**config.mk**
```make
export PLATFORM = sky130hd
export DESIGN_NAME = fetch_buffer
export DESIGN_NICKNAME = d
export VERILOG_FILES = /design/src/rtl/cpu_pkg.sv /design/src/rtl/fetch_fifo.sv /design/src/rtl/fetch_buffer.sv
export SDC_FILE = /design/constraint.sdc
export NUM_CORES = 1
export LEC_CHECK = 0
export CAP_MARGIN = 5
export CORE_AREA = 2 2 156 158
export CTS_CLUSTER_SIZE = 20
export DETAILED_ROUTE_END_ITERATION = 10
export DIE_AREA = 0 0 158 160
export GPL_TIMING_DRIVEN = 0
export PLACE_DENSITY = 0.58
export SYNTH_ARGS = -nofsm -noshare
export SYNTH_HDL_FRONTEND = slang
export SYNTH_SLANG_ARGS = --single-unit
export TNS_END_PERCENT = 10
```
**constraint.sdc**
```tcl
create_clock -name clk -period 3.2 [get_ports clk]
set_clock_uncertainty 0.2 [all_clocks]
set_input_delay 0.64 -clock clk [delete_from_list [all_inputs] [get_ports clk]]
set_output_delay 0.64 -clock clk [all_outputs]
set_load 0.02 [all_outputs]
```
**src/rtl/cpu_pkg.sv**
```systemverilog
// Shared CPU definitions: opcode encodings, default widths and the bubble instruction.
package cpu_pkg;

    localparam logic [2:0] LOAD     = 3'b111;
    localparam logic [2:0] STORE    = 3'b110;
    localparam logic [2:0] BRANCH   = 3'b101;
    localparam logic [2:0] ADD      = 3'b100;
    localparam logic [2:0] SUBTRACT = 3'b011;
    localparam logic [2:0] AND      = 3'b010;
    localparam logic [2:0] OR       = 3'b001;
    localparam logic [2:0] NOOP     = 3'b000;

    localparam int unsigned DEF_ADDR_W = 11;
    localparam int unsigned DEF_DATA_W = 32;

    localparam logic [31:0] NOOP_INSTR = 32'h0;

endpackage

```
**src/rtl/fetch_fifo.sv**
```systemverilog
// Synchronous FIFO holding {pc, instruction} pairs; flush beats push/pop.
module fetch_fifo #(
    parameter int unsigned WIDTH = 43,
    parameter int unsigned DEPTH = 4
) (
    input  logic                     clk,
    input  logic                     resetn,
    input  logic                     flush,
    input  logic                     push,
    input  logic                     pop,
    input  logic [WIDTH-1:0]         wdata,
    output logic [WIDTH-1:0]         rdata,
    output logic [$clog2(DEPTH):0]   count,
    output logic                     empty,
    output logic                     full
);

    localparam int unsigned PW = $clog2(DEPTH);

    logic [WIDTH-1:0] mem_q [DEPTH];
    logic [PW-1:0]    rd_ptr_q, wr_ptr_q;
    logic [PW:0]      count_q;
    logic             do_pop;

    assign empty  = (count_q == '0);
    assign full   = (count_q == (PW+1)'(DEPTH));
    assign count  = count_q;
    assign rdata  = mem_q[rd_ptr_q];
    assign do_pop = pop && !empty;

    always_ff @(posedge clk) begin
        if (push && !flush) begin
            mem_q[wr_ptr_q] <= wdata;
        end
    end

    always_ff @(posedge clk) begin
        if (resetn || flush) begin
            rd_ptr_q <= '0;
            wr_ptr_q <= '0;
            count_q  <= '0;
        end else begin
            if (push) begin
                wr_ptr_q <= wr_ptr_q + PW'(1);
            end
            if (do_pop) begin
                rd_ptr_q <= rd_ptr_q + PW'(1);
            end
            unique case ({push, do_pop})
                2'b10:   count_q <= count_q + (PW+1)'(1);
                2'b01:   count_q <= count_q - (PW+1)'(1);
                default: count_q <= count_q;
            endcase
        end
    end

endmodule

```
**src/rtl/fetch_buffer.sv**
```systemverilog
// Instruction prefetch stage: sequential fetch, FIFO buffering, branch redirect with flush.
// Optional FETCH_NOOP_FILL_EN forces instr/instr_pc to zero whenever instr_valid is low.
module fetch_buffer
    import cpu_pkg::*;
#(
    parameter int unsigned       ADDR_W   = DEF_ADDR_W,
    parameter int unsigned       DATA_W   = DEF_DATA_W,
    parameter int unsigned       DEPTH    = 4,
    parameter logic [ADDR_W-1:0] RESET_PC = '0
) (
    input  logic              clk,
    input  logic              resetn,
    input  logic              branch_valid,
    input  logic [ADDR_W-1:0] branch_address,
    output logic              read_mem,
    output logic [ADDR_W-1:0] mem_radrs,
    input  logic [DATA_W-1:0] mem_rdata,
    output logic [DATA_W-1:0] instr,
    output logic [ADDR_W-1:0] instr_pc,
    output logic              instr_valid,
    input  logic              instr_ready
);

    localparam int unsigned CNT_W   = $clog2(DEPTH) + 1;
    localparam int unsigned ENTRY_W = ADDR_W + DATA_W;

    logic [ADDR_W-1:0]  fetch_pc_q, inflight_pc_q;
    logic               inflight_q;
    logic [CNT_W-1:0]   fifo_count;
    logic               fifo_empty, fifo_full;
    logic [ENTRY_W-1:0] fifo_head;
    logic               pop;
    logic [DATA_W-1:0]  head_instr;
    logic [ADDR_W-1:0]  head_pc;

    // An outstanding read already owns a FIFO slot, so it counts against capacity.
    assign read_mem  = !resetn && !branch_valid &&
                       ((32'(fifo_count) + 32'(inflight_q)) < DEPTH);
    assign mem_radrs = fetch_pc_q;

    assign instr_valid = !fifo_empty;
    assign pop         = instr_valid && instr_ready;
    assign {head_pc, head_instr} = fifo_head;

    always_ff @(posedge clk) begin
        if (resetn) begin
            fetch_pc_q    <= RESET_PC;
            inflight_pc_q <= '0;
            inflight_q    <= 1'b0;
        end else if (branch_valid) begin
            fetch_pc_q <= branch_address;
            inflight_q <= 1'b0;
        end else begin
            inflight_q <= read_mem;
            if (read_mem) begin
                inflight_pc_q <= fetch_pc_q;
                fetch_pc_q    <= fetch_pc_q + ADDR_W'(1);
            end
        end
    end

    always_ff @(posedge clk) begin
        if (!resetn && !branch_valid) begin
            assert (!(inflight_q && fifo_full && !pop))
                else $error("fetch_buffer: push into full FIFO");
        end
    end

    fetch_fifo #(
        .WIDTH (ENTRY_W),
        .DEPTH (DEPTH)
    ) u_fifo (
        .clk    (clk),
        .resetn (resetn),
        .flush  (branch_valid),
        .push   (inflight_q),
        .pop    (pop),
        .wdata  ({inflight_pc_q, mem_rdata}),
        .rdata  (fifo_head),
        .count  (fifo_count),
        .empty  (fifo_empty),
        .full   (fifo_full)
    );

`ifdef FETCH_NOOP_FILL_EN
    always_comb begin
        instr    = NOOP_INSTR[DATA_W-1:0];
        instr_pc = '0;
        if (instr_valid) begin
            instr    = head_instr;
            instr_pc = head_pc;
        end
    end
`else
    logic [DATA_W-1:0] last_instr_q;
    logic [ADDR_W-1:0] last_pc_q;

    // Remember the head so an empty FIFO keeps showing the last delivered word.
    always_ff @(posedge clk) begin
        if (resetn) begin
            last_instr_q <= '0;
            last_pc_q    <= '0;
        end else if (instr_valid) begin
            last_instr_q <= head_instr;
            last_pc_q    <= head_pc;
        end
    end

    always_comb begin
        instr    = last_instr_q;
        instr_pc = last_pc_q;
        if (instr_valid) begin
            instr    = head_instr;
            instr_pc = head_pc;
        end
    end
`endif

endmodule
```
==> results.md, run 1 <==
| Stage | Metric | Reported |
| --- | --- | --- |
| status | Run status | finished clean |
| yosys | Top-area cell type share of the netlist area | 0.553 |
| pwr | Maximum vdd ir drop | 0.000348 V |
| finish | Share of post-route cells with drive strength above 1 | 0.225 |
| floorplan | Initial Util | 0.392 |
| global route | Most Used Layer, Global Route | met2 |
| placement | Number of placed cells counting well taps | 975 |
| clocking | Sinks on Clock Net | 247 |
| clocking | Inserted Clock Buffers | 26 |
| yosys | Combined area of all synthesized cells | 9330 µm² |
| detailed routing | Initial detailed-routing violation count | 245 |
| detailed routing | Final antenna-violating net count | 0 |
| run | Number of maximum-capacitance constraint violations | 0 |
| finish | Area added between synthesis and finish | 25.1% |
| finish | Antenna Diode Count | 0 |
| worst setup path | Source of the worst register-to-register timing path | u_fifo.count[2] |
| timing | Period Utilization, post-route | 0.973 |
| worst setup path | Data required, critical path | 2.36 ns |
| floorplan | Area of the die | 25,300 µm² |
| clocking | Root cell of the clock tree | clkbuf_16 |
| timing | Setup Viol. Count Final | 0 |
| pwr | Relative contribution of combinational cells to total power | 0.066 |
| floorplan | Core region area | 23,800 µm² |
| pwr | Lkg Pwr | 4.14 nW |
| worst setup path | Endpoint kind of the worst setup timing path | output port |
| pwr | Power density over cell area | 574 nW/µm² |
| timing | Max frequency | 321 MHz |
| global route | Largest net degree at the start of global routing | 30 |
| worst setup path | Worst stage delay on the critical path | 0.39 ns |
| worst setup path | Timing startpoint of the critical path | u_fifo.count[0] |
| min path | Worst hold path startpoint | inflight_pc_q[6] |
| worst setup path | Cell repeated most along the worst path | buf_4 |
| global route | Global routing usage on met2 | 0.260 |
| finish | Non-filler cells in the finished layout | 1,023 |
| timing | Unrepaired setup endpoints after global routing | true |
| yosys | Syn Inst Count | 545 |
| floorplan | Cell row count | 57 |
| worst setup path | Family with the most delay on the worst path | buffers and inverters |
| worst setup path | Buffer and inverter count on the worst path | 3 |
| global route | Global routing met3 resource utilization | 0.0263 |
| finish | Post-route cell area | 11,700 µm² |
| placement | Number of buffers added on ports | 102 |
| pwr | Portion of total power attributed to the clock network | 0.411 |
| placement | Total cell area at the placement stage | 10,800 µm² |
| worst setup path | Worst-path cell chain | or3_1, buf_4, buf_4, mux2_2, dlygate4sd2_1 |
| yosys | Synthesized netlist net count | 599 |
| yosys | Synthesized area per cell | 17.1 µm² |
| yosys | Async set-reset flop share out of synthesis | 0 |
| timing | Total count of hold-check failures in the final report | 0 |
| clocking | Clk Latency, worst-skew pair | 0.52 ns |
| yosys | Yosys warning total | 0 |
| yosys | Yosys top cell by area | edfxtp_1 |
| worst setup path | Slowest stage cell on the critical path | or3_1 |
| yosys | Most numerous cell in the Yosys netlist | edfxtp_1 |
| placement | Sum of net half-perimeters after detailed placement | 12,000 µm |
| worst setup path | Worst EP arrival | 2.27 ns |
| yosys | Combinational family with the most area after synthesis | multiplexers |
| global route | Total congestion overflow after global routing | 0 |
| pwr | Tot Pwr | 0.00670 W |
| timing | Total Neg Setup Slack | 0 ns |
| detailed routing | Count of unresolved DRC violations after routing | 0 |
| detailed routing | Post-DR vias/cell | 5.00 |
| yosys | Cell types with the largest area share after synthesis | edfxtp_1 55%, dfxtp_1 16%, mux4_2 10% |
| yosys | Portion of netlist area occupied by mux cells | 0.157 |
| timing | Slew at the pin closest to its max-slew limit | 0.596 ns |
| global route | Wire length of the first global-routing pass | 29,600 µm |
| worst setup path | Peak fanout along the critical path | 10 |
| global route | Initial antenna violation count | 0 |
| pwr | Sequential fraction of design power | 0.523 |
| yosys | Count of flip-flops with a built-in enable after synthesis | 172 |
| worst setup path | Worst setup path category | flop to output port |
| placement | Final GP Congestion | 0.803 |
| clocking | Deepest clock path buffer count | 3 |
| pwr | Switching part of the total | 0.215 |
| timing | Minimum period implied by the final worst setup slack | 3.11 ns |
| yosys | Post-synthesis share of cell area spent on xor and xnor gates | 0.00469 |
| yosys | Synthesized-area fraction occupied by ao, oa, aoi and oai cells | 0.0282 |
| clocking | CTS tree | built |
| min path | Worst min-delay path class | flop to flop |
| yosys | Sequential area share after synthesis | 0.714 |
| floorplan | Boundary pin count | 103 |
| floorplan | Die Span Y | 160 µm |
| global route | Met1 capacity usage during global routing | 0.197 |
| yosys | Post-synthesis simple-gate area fraction | 0.0672 |
| detailed routing | Detailed-routing iteration count for the pre-antenna-repair pass | 4 |
| detailed routing | Detailed-route wire length per cell | 18.1 µm |
| global route | Number of global-route vias before repair | 5,530 |
| yosys | Synth unique cells | 40 |
| global route | Global-route usage over all layers | 0.150 |
| finish | Total number of nets in the final design | 733 |
| timing | Worst slew margin relative to its limit | 0.603 |
| pwr | Total net switching power | 0.00144 W |
| yosys | #FFs+latches synth | 247 |
| pwr | Internal power component | 0.00526 W |
| yosys | Top cells by count, synth | 172 x edfxtp_1, 75 x dfxtp_1, 48 x and2_1 |
| clocking | H-Tree Depth | 1 |
| detailed routing | Final routed wirelength across all metal layers | 18,500 µm |
| detailed routing | Total via count after detailed routing | 5,115 |
| yosys | Adder-cell share of the synthesized area | 0.0102 |
| worst setup path | Worst Setup Start Kind | flop |
| floorplan | Die X-Extent | 158 µm |
| clocking | Hold buffer count at cts | 0 |
| timing | Final number of max-transition violations | 0 |
| yosys | Leading register cell type out of synthesis | edfxtp_1 |
| clocking | Clock transition at the registers of the reported paths | 0.06 ns |
| timing | Smallest hold slack | 0.304 ns |
metrics by stage:
stage | util | worst slack (ns)
after global placement | 0.452 | -1.15
after global routing | 0.490 | -0.00670
after CTS | 0.489 | 0.0106
after floorplan | - | 0.453
after detailed placement | 0.455 | -0.719
final | 0.490 | 0.0858
kinds of logic after synthesis:
group / Yosys count
AOI/OAI and AO/OA: 43
buffers and inverters: 40
xor gates and xnor gates: 5
DFF: 247
adders and majority gates: 7
muxes: 87
and+or+nand+nor: 116
worst register-to-register path, delay by kind of cell (launching register included):
kind	cells	cell delay [ns]
xor gates and xnor gates	1	0.17
AOI/OAI and AO/OA	1	0.14
adders and majority gates	2	0.57
buffers and inverters	3	0.50
and+or+nand+nor	3	0.65
DFF	1	0.39
area by class of cell:
type	count	area (µm²)
Inverter	11	43.8
Buffer	26	198
Fill cell	2057	12100
Sequential cell	247	6670
Tap cell	324	405
Clock inverter	13	77.6
Timing Repair Buffer	109	1060
Clock buffer	35	716
Multi-Input combinational cell	258	2500
power by group through the flow:
stage                     logic, W  clock network [W]  registers (W)
after global placement    0.000461                  0        0.00357
after CTS                 0.000450            0.00282        0.00350
after floorplan           0.000233                  0        0.00357
after detailed placement  0.000475                  0        0.00357
final                     0.000443            0.00275        0.00350
after global routing      0.000481            0.00297        0.00351
registers in the layout, summed over array words and instances (netlist names), named ones only:
register / cells
u_fifo.mem_q: 172
last_instr_q: 32
inflight_pc_q: 11
last_pc_q: 11
mem_radrs: 11
u_fifo.count: 3
u_fifo.rd_ptr_q: 2
u_fifo.wr_ptr_q: 2
inflight_q: 1
metal layers:
| layer | wire length [µm] | up-vias | share of wire |
|---|---|---|---|
| met4 | 297 | 0 | 0.016 |
| met3 | 927 | 27 | 0.050 |
| met1 | 8010 | 2614 | 0.43 |
| met2 | 9260 | 123 | 0.50 |
| met5 | 0 | - | 0 |
| li1 | - | 2351 | - |
layout by cell type, fill, tap and decap left out, types with 4 or more instances in the layout:
cell type | Yosys | routed
clkdlybuf4s50_1 | 0 | 56
buf_12 | 0 | 5
clkbuf_1 | 16 | 17
edfxtp_1 | 172 | 172
mux2_2 | 43 | 43
or3_1 | 4 | 4
buf_4 | 0 | 8
dlygate4sd2_1 | 0 | 43
and2_2 | 0 | 4
mux4_2 | 43 | 43
dfxtp_1 | 75 | 73
and2_1 | 48 | 44
nand3_1 | 8 | 8
inv_1 | 10 | 10
clkbuf_4 | 0 | 4
clkbuf_16 | 0 | 27
a21oi_1 | 22 | 22
nand2_1 | 28 | 28
clkinv_2 | 0 | 7
nor2_1 | 10 | 10
ha_1 | 6 | 6
and3_1 | 4 | 4
o21ai_0 | 7 | 7
path summary, 6_finish.rpt:
path	end	slack (ns)	cells after the start
worst max-delay path	instr[22]	0.09	5
worst min-delay path	inflight_pc_q[6]	0.30	2
worst max register to register	u_fifo.count[2]	0.52	10
worst min register to register	inflight_pc_q[6]	0.30	2
repair_timing:
action                     4_1_cts  5_1_grt
buffers inserted                 0        3
setup endpoints to repair       45       36
gates resized for setup         78        7
No activity file was read; power rests on OpenSTA's default activity.
==> run 2: changes to the inputs <==
Settings changed: CORE_AREA 2 2 156 158 to 2 2 120 209, DIE_AREA 0 0 158 160 to 0 0 122 211, SYNTH_HIERARCHICAL set to 1.
==> run 2 against run 1 <==
  * Clock power fell by 4%
  * Worst setup slack worse by 0.0040 ns
  * Synthesized cell count is 0.37% higher
  * Critical path type unchanged
==> results.md, run 2 <==
| Stage | Metric | Reported |
| --- | --- | --- |
| timing | Smallest hold slack | 0.295 ns |
| yosys | Synthesized area per cell | 17.3 µm² |
| placement | Final GP Congestion | 0.834 |
| pwr | Maximum vdd ir drop | 0.000287 V |
| finish | Multi-input gate area | 2560 µm² |
| worst setup path | Data required, critical path | 2.36 ns |
| floorplan | Initial Util | 0.395 |
| timing | Setup Viol. Count Final | 0 |
| detailed routing | Length of routed met3 wiring | 725 µm |
| finish | Number of inserted filler cells in the final layout | 2,062 |
| worst setup path | Endpoint kind of the worst setup timing path | output port |
| floorplan | Boundary pin count | 103 |
| timing | Final number of max-transition violations | 0 |
| yosys | Combined area of all synthesized cells | 9440 µm² |
| global route | Wire length of the first global-routing pass | 30,300 µm |
| clocking | Root cell of the clock tree | clkbuf_16 |
| detailed routing | Routed length on met2 | 11,100 µm |
| detailed routing | Detailed-routing iteration count for the pre-antenna-repair pass | 5 |
| timing | Total count of hold-check failures in the final report | 0 |
| clocking | Deepest clock path buffer count | 3 |
| timing | Slew at the pin closest to its max-slew limit | 0.834 ns |
| worst setup path | Slowest stage cell on the critical path | mux4_2 |
| worst setup path | Worst EP arrival | 2.28 ns |
| min path | Worst min-delay path class | flop to flop |
| finish | Antenna Diode Count | 0 |
| floorplan | Area of the die | 25,700 µm² |
| worst setup path | Worst stage delay on the critical path | 0.49 ns |
| clocking | Clk Latency, worst-skew pair | 0.51 ns |
| detailed routing | Topmost layer with routed signal wires | met4 |
| floorplan | Die X-Extent | 122 µm |
| placement | Worst slack, placed | -0.254 ns |
| detailed routing | Final routed wirelength across all metal layers | 19,600 µm |
| status | Run status | finished clean |
| detailed routing | Metal1 wirelength | 7260 µm |
| pwr | Power density over cell area | 557 nW/µm² |
| finish | Top library cells by usage in the layout, fill and taps aside | 172 x edfxtp_1, 75 x dfxtp_1, 58 x clkdlybuf4s50_1, 49 x nor2b_1, 43 x mux2_2 |
| yosys | Syn Inst Count | 547 |
| placement | Number of buffers added on ports | 102 |
| clocking | Hold buffer count at cts | 0 |
| detailed routing | Count of unresolved DRC violations after routing | 0 |
| finish | Area added between synthesis and finish | 23.3% |
| floorplan | Cell row count | 75 |
| clocking | CTS tree | built |
| placement | Sum of net half-perimeters after detailed placement | 13,000 µm |
| global route | Global-route usage over all layers | 0.157 |
| finish | Reg with most FFs | u_fifo/mem_q |
| finish | Biggest regs | u_fifo/mem_q (172), last_instr_q (32) |
| finish | Total number of nets in the final design | 732 |
| worst setup path | Worst Setup Start Kind | flop |
| detailed routing | Initial detailed-routing violation count | 275 |
| worst setup path | Peak fanout along the critical path | 10 |
| detailed routing | Final antenna-violating net count | 0 |
| detailed routing | Post-DR vias/cell | 5.09 |
| yosys | Synthesized netlist net count | 601 |
| yosys | Yosys warning total | 6 |
| global route | Initial antenna violation count | 0 |
| global route | Total congestion overflow after global routing | 0 |
| detailed routing | Detailed-route wire length per cell | 19.5 µm |
| clocking | H-Tree Depth | 1 |
| clocking | Clock transition at the registers of the reported paths | 0.07 ns |
| pwr | Lkg Pwr | 4.08 nW |
| finish | Commonest non-fill, non-tap cell in the layout | edfxtp_1 |
| min path | Worst hold path startpoint | inflight_pc_q[4] |
| timing | Unrepaired setup endpoints after global routing | false |
| worst setup path | Source of the worst register-to-register timing path | u_fifo/count[0] |
| timing | Fin worst setup slack | 0.0818 ns |
| global route | Number of global-route vias before repair | 5,562 |
| clocking | Sinks on Clock Net | 247 |
| timing | Worst slew margin relative to its limit | 0.444 |
| timing | Period Utilization, post-route | 0.974 |
| global route | Largest net degree at the start of global routing | 28 |
| timing | Max frequency | 321 MHz |
| detailed routing | Total via count after detailed routing | 5,105 |
| finish | Number of flip-flops under the largest register name | 172 |
| worst setup path | Worst-path cell chain | buf_6, buf_12, mux4_2, mux2_2, dlygate4sd2_1 |
| finish | Share of post-route cells with drive strength above 1 | 0.229 |
| worst setup path | Worst setup path category | flop to output port |
| worst setup path | Worst-case register-to-register setup slack | 0.39 ns |
| run | Number of maximum-capacitance constraint violations | 0 |
| floorplan | Core region area | 23,900 µm² |
| clocking | Inserted Clock Buffers | 23 |
| timing | Minimum period implied by the final worst setup slack | 3.12 ns |
| floorplan | Die Span Y | 211 µm |
| finish | Storage cell area | 6670 µm² |
[run 2: what timing repair did]
| action | in CTS | in global routing |
|---|---|---|
| setup buffers | 0 | 1 |
| setup endpoints to repair | 45 | 36 |
| hold endpoints to repair | 0 | 0 |
| resized for setup | 57 | 38 |
| pin swaps | 0 | 1 |
[run 2: critical path: cells and delay by family, from the launching register on]
family / cells / cell delay, ns
flip-flops: 1 / 0.32
buffers and inverters: 3 / 0.67
multiplexers: 2 / 0.78
[run 2: final timing paths]
check                          end  depth (start not counted)
setup / recovery       instr_pc[7]                          5
hold / removal    inflight_pc_q[4]                          2
setup reg to reg   u_fifo/count[2]                         12
hold reg to reg   inflight_pc_q[4]                          2
[run 2: layout make-up]
type	instances	area share
inverter	12	0.00408
tap	308	0.0331
sequential	247	0.572
multi-input combinational	261	0.220
buffer	26	0.0189
clock inverter	13	0.0105
timing repair buffer	107	0.0895
clock buffer	28	0.0519
[run 2: per-stage QoR]
stage	cells	utilization	area, µm²	TNS (ns)	power [W]
3_3_place_gp	957	0.453	10800	-116.44	0.00391
3_5_place_dp	961	0.457	10900	-0.254	0.00392
6_report	1002	0.487	11600	0	0.00649
5_1_grt	1002	0.487	11600	0	0.00673
4_1_cts	1001	0.486	11600	-0.000980	0.00657
2_1_floorplan	547	-	9440	0	0.00372
[run 2: power breakdown]
part | switching (W) | internal, W
sequential | 0.0000301 | 0.00345
clock | 0.00114 | 0.00151
combinational | 0.000181 | 0.000169
total | 0.00135 | 0.00513
[run 2: layer usage]
metal  global-route usage  up-vias
li1                     -     2342
met4               0.0531        0
met5                    0        -
met2                0.306      118
met3               0.0205       35
met1                0.168     2610
==> run 3: changes to the inputs <==
Settings changed: CTS_CLUSTER_SIZE 20 to 24.
==> results of run 3 <==
Same layout as run 2: the final DEF is identical, and so are final timing and power.
